==> src/rtl/pll_rst_seq.sv <==
// pll_rst_seq: PLL reset, lock qualification, retry/fail handling and staggered core/USB reset release.
module pll_rst_seq #(
  parameter int T_PLL_RST = 16,
  parameter int T_LOCK_TO = 4096,
  parameter int T_STABLE  = 64,
  parameter int T_STAGGER = 8,
  parameter int MAX_RETRY = 3
) (
  input  logic       clk,
  input  logic       rst,
  input  logic       req_reset,
  input  logic       pll_lock,
  output logic       pll_resetb,
  output logic       rst_core,
  output logic       rst_usb,
  output logic       ready,
  output logic       fail,
  output logic [7:0] lock_loss_cnt
);
  localparam int M1 = T_PLL_RST > T_LOCK_TO ? T_PLL_RST : T_LOCK_TO;
  localparam int M2 = T_STABLE > T_STAGGER ? T_STABLE : T_STAGGER;
  localparam int CW = $clog2((M1 > M2 ? M1 : M2) + 1);
  typedef enum logic [2:0] {
    S_PLL_RST, S_WAIT_LOCK, S_STABLE, S_REL_CORE, S_RUN, S_FAIL
  } state_e;
  state_e        state_q, state_d;
  logic [CW-1:0] cnt_q, cnt_d;
  logic [3:0]    retry_q, retry_d;
  logic [7:0]    loss_q, loss_d;
  logic          sync1_q, lock_q;
  logic          pll_resetb_q, rst_core_q, rst_usb_q, ready_q, fail_q;
  logic          expired;
  // the counter is loaded with the phase length on entry, so the phase ends on the cycle it reads 1
  assign expired = cnt_q == CW'(1);
  always_comb begin
    state_d = state_q;
    cnt_d   = cnt_q - CW'(cnt_q != '0);
    retry_d = retry_q;
    loss_d  = loss_q;
    if (req_reset) begin
      state_d = S_PLL_RST;
      cnt_d   = CW'(T_PLL_RST);
      retry_d = '0;
    end else begin
      case (state_q)
        S_PLL_RST: if (expired) begin
          state_d = S_WAIT_LOCK;
          cnt_d   = CW'(T_LOCK_TO);
        end
        S_WAIT_LOCK: if (lock_q) begin
          state_d = S_STABLE;
          cnt_d   = CW'(T_STABLE);
        end else if (expired) begin
          retry_d = retry_q + 4'd1;
          state_d = (retry_q + 4'd1 == 4'(MAX_RETRY)) ? S_FAIL : S_PLL_RST;
          cnt_d   = CW'(T_PLL_RST);
        end
        S_STABLE: if (!lock_q) begin
          state_d = S_PLL_RST;
          cnt_d   = CW'(T_PLL_RST);
        end else if (expired) begin
          state_d = S_REL_CORE;
          cnt_d   = CW'(T_STAGGER);
        end
        S_REL_CORE, S_RUN: if (!lock_q) begin
          state_d = S_PLL_RST;
          cnt_d   = CW'(T_PLL_RST);
          loss_d  = loss_q + 8'(loss_q != 8'hff);
        end else if (state_q == S_REL_CORE && expired) begin
          state_d = S_RUN;
          retry_d = '0;
        end
        default: state_d = S_FAIL;
      endcase
    end
  end
  always_ff @(posedge clk) begin
    if (rst) begin
      state_q      <= S_PLL_RST;
      cnt_q        <= CW'(T_PLL_RST);
      retry_q      <= '0;
      loss_q       <= '0;
      sync1_q      <= 1'b0;
      lock_q       <= 1'b0;
      pll_resetb_q <= 1'b0;
      rst_core_q   <= 1'b1;
      rst_usb_q    <= 1'b1;
      ready_q      <= 1'b0;
      fail_q       <= 1'b0;
    end else begin
      sync1_q      <= pll_lock;
      lock_q       <= sync1_q;
      state_q      <= state_d;
      cnt_q        <= cnt_d;
      retry_q      <= retry_d;
      loss_q       <= loss_d;
      pll_resetb_q <= state_d inside {S_WAIT_LOCK, S_STABLE, S_REL_CORE, S_RUN};
      rst_core_q   <= !(state_d inside {S_REL_CORE, S_RUN});
      rst_usb_q    <= state_d != S_RUN;
      ready_q      <= state_d == S_RUN;
      fail_q       <= state_d == S_FAIL;
    end
  end
  assign pll_resetb    = pll_resetb_q;
  assign rst_core      = rst_core_q;
  assign rst_usb       = rst_usb_q;
  assign ready         = ready_q;
  assign fail          = fail_q;
  assign lock_loss_cnt = loss_q;
endmodule

==> config.mk <==
export PLATFORM = sky130hd
export DESIGN_NAME = pll_rst_seq
export DESIGN_NICKNAME = d
export VERILOG_FILES = /design/src/rtl/pll_rst_seq.sv
export SDC_FILE = /design/constraint.sdc
export NUM_CORES = 1
export LEC_CHECK = 0
export ABC_AREA = 1
export CAP_MARGIN = 20
export CELL_PAD_IN_SITES_DETAIL_PLACEMENT = 0
export CELL_PAD_IN_SITES_GLOBAL_PLACEMENT = 1
export CORE_ASPECT_RATIO = 0.9
export CORE_UTILIZATION = 40
export DETAILED_ROUTE_END_ITERATION = 10
export HOLD_SLACK_MARGIN = 0.05
export PLACE_DENSITY = 0.75
export SYNTH_ARGS = -nofsm -noshare
export SYNTH_HDL_FRONTEND = slang
export SYNTH_SLANG_ARGS = --single-unit
==> constraint.sdc <==
create_clock -name clk -period 3.2 [get_ports clk]
set_input_delay 0.8 -clock clk [delete_from_list [all_inputs] [get_ports clk]]
set_output_delay 0.8 -clock clk [all_outputs]
set_load 0.05 [all_outputs]
==> reports/qor.yml <==
antenna_found_initial: 0
ioPinCount: 17
finalCritPeriodShare: 0.7252
crit_arrival_ns: 1.52
layout_min_cycle_time_ns: 2.321
cts_resized: 0
path_cells: "clkdlybuf4s50_1"
worst_slack_ns: 0.8792
cts-hold-fix-buffers: 0
cp-end-kind: "output port"
mostFrequentLayoutCell: "nand2_1"
tightest_slew_ns: 0.5027
cts_tree: "done"
fin_nets: 296
critPathMaxFanout: 5
gp_congestion: 0.8234
antenna_cells: 0
outcome: "completed"
port_buffers: 16
initial_utilization: 0.4209
hpwl_um: 2943
synthCells: 263
worst-path-buf-inv: 1
synth_area_mm2: 0.001902
ys_ff_latch: 35
cts_root_buf: "clkbuf_8"
drive_above_1_share: 0.1498
vias: 1604
syn2layout_area_growth_pct: 16.91
max_cap_viol_count: 0
fmax_mhz: 430.9
dieArea_mm2: 0.005035
clk_pin_slew_ns: 0.07
grt_overflow_total: 0
route.detailed.drc: 0
fin_worst_skew_ns: 0.002908
die_x_um: 74.69
cp-start-kind: "flip-flop"
cts_num_sinks: 35
synthesis.nets: 273
drv_slew: 0
core-area_mm2: 0.004518
yosysUniqueCellTypes: 28
power-per-cell-area_mw_per_mm2: 403.9
grt_max_degree: 12
cts_buffers: 5
dp.cells: 341
leakage_nw: 0.9372
syn_avg_cell_area_um2: 7.231
pre_cts_slack_ns: 0.9851
worst_ep_required_time_ns: 2.40
cpLargestDelayFamily: "buffers and inverters"
seq_area_frac_synth: 0.3684
final_core_util: 0.4921
grt_pass1_vias: 1414
most-common-layout-cells: "nand2_1, nor2_1, inv_1, dfxtp_1"
cp_slowest_cell: "clkdlybuf4s50_1"
postCtsSetupBuffers: 0
wire_per_inst_um: 10.85
die-height_um: 67.42
hold_viol: 0
ir_drop_v: 0.0002492
fin_cells: 349
grt_pass1_wl_um: 6327
hp-class: "reg -> reg"
setup_viol: 0
clkLatencyLatePin_ns: 0.29
drt_pass1_iterations: 4
grt_setup_unrepaired: "no"
slew_headroom: 0.6638
cpPeakStageDelay_ns: 0.83
ant_nets: 0
cts_buffer_depth: 2
power_w: 0.0008981
grt_usage: 0.1699
wl_um: 3786
setup_tns_ns: 0
rows: 23
vias_per_cell: 4.596
drtIter0Drc: 55
htree_num_levels: 2
ys_warn_count: 0
crit_type: "reg -> out"
[area by class of cell]
type | instances | area (um2)
clock buffers | 5 | 68.82
multi-input cells | 187 | 1047
repair buffers | 16 | 160.2
well taps | 62 | 77.57
flip-flops and latches | 35 | 700.7
fillers | 502 | 2295
inverters | 41 | 153.9
clock inverters | 3 | 15.01
[synthesized netlist by cell type]
cell type  instances  area (um2)
nand2_1           49       183.9
a21oi_1           16       80.08
inv_2              6       22.52
o21ai_1            3       15.01
o21ai_0            7       35.03
xnor2_1            5       43.79
nand3b_1           1       7.510
nor2_2             7       43.79
nand2_4            5       56.30
a311oi_1           1       8.760
or2_0              1       6.260
inv_1             35       131.4
nor2_4             6       67.56
nor2_8             1       20.02
ha_1               6       75.07
nand2_2            6       37.54
o211ai_2           1       12.51
xor2_1             4       35.03
nor2_1            38       142.6
o21a_1             1       7.510
dfxtp_1           35       700.7
nand3_1           16       80.08
o211ai_1           1       7.510
o31ai_1            1       7.510
o21ai_2            1       8.760
nand4_1            4       25.02
nand3_2            2       20.02
nor3_1             4       20.02
[per-layer routing]
metal  GRT usage  wire [um]  share of wire  vias up
li1            -          -              -      879
met3     0.04030        109          0.029        6
met2      0.2331       1417           0.37       27
met4     0.07783         65          0.017        0
met1      0.2470       2193           0.58      692
met5           0          0              0        -
[per-stage QoR]
stage	instance area, um2	hold slack (ns)
floorplan	1902	0.3883
global placement	2140	0.3943
detailed placement	2140	0.3985
CTS	2223	0.4093
global route	2223	0.4421
finish	2223	0.4042
[path summary, 6_finish.rpt]
| kind | from | endpoint | slack [ns] | cells past startpoint |
|---|---|---|---|---|
| worst max-delay path | lock_loss_cnt[1] | lock_loss_cnt[1] | 0.88 | 1 |
| worst min-delay path | sync1_q | lock_q | 0.40 | 2 |
| worst max register to register | cnt_q[8] | cnt_q[10] | 1.23 | 11 |
| worst min register to register | sync1_q | lock_q | 0.40 | 2 |
[worst reg2reg max path, cell delays in order (launching register included)]
cell     delay (ns)
dfxtp_1        0.42
nor2_4         0.08
nand2_4        0.10
nor2_8         0.05
nand3_1        0.09
ha_1           0.17
ha_1           0.23
nand3_1        0.13
nor3_1         0.27
nand2_1        0.11
xor2_1         0.15
nor2_1         0.06
[logic make-up after synthesis]
kind of cell,Yosys count,share of synthesized area
compound gates,32,0.09606
simple gates,140,0.3737
flops,35,0.3684
buf+inv,41,0.08092
fa+ha+maj,6,0.03947
xor+xnor,9,0.04144
[power breakdown]
| group | internal (W) | total, W | leakage (nW) | switching [W] |
|---|---|---|---|---|
| combinational | 0.0000497 | 0.000126 | 0.606 | 0.0000766 |
| sequential | 0.000449 | 0.000464 | 0.283 | 0.0000151 |
| clock | 0.000149 | 0.000308 | 0.0477 | 0.000159 |
[state kept, by name (all words and copies together), names as in the netlist]
name / flops
ready: 1
pll_resetb: 1
retry_q: 4
rst_usb: 1
fail: 1
lock_loss_cnt: 8
state_q: 3
lock_q: 1
sync1_q: 1
rst_core: 1
cnt_q: 13
No activity file was read; power rests on OpenSTA's default activity.
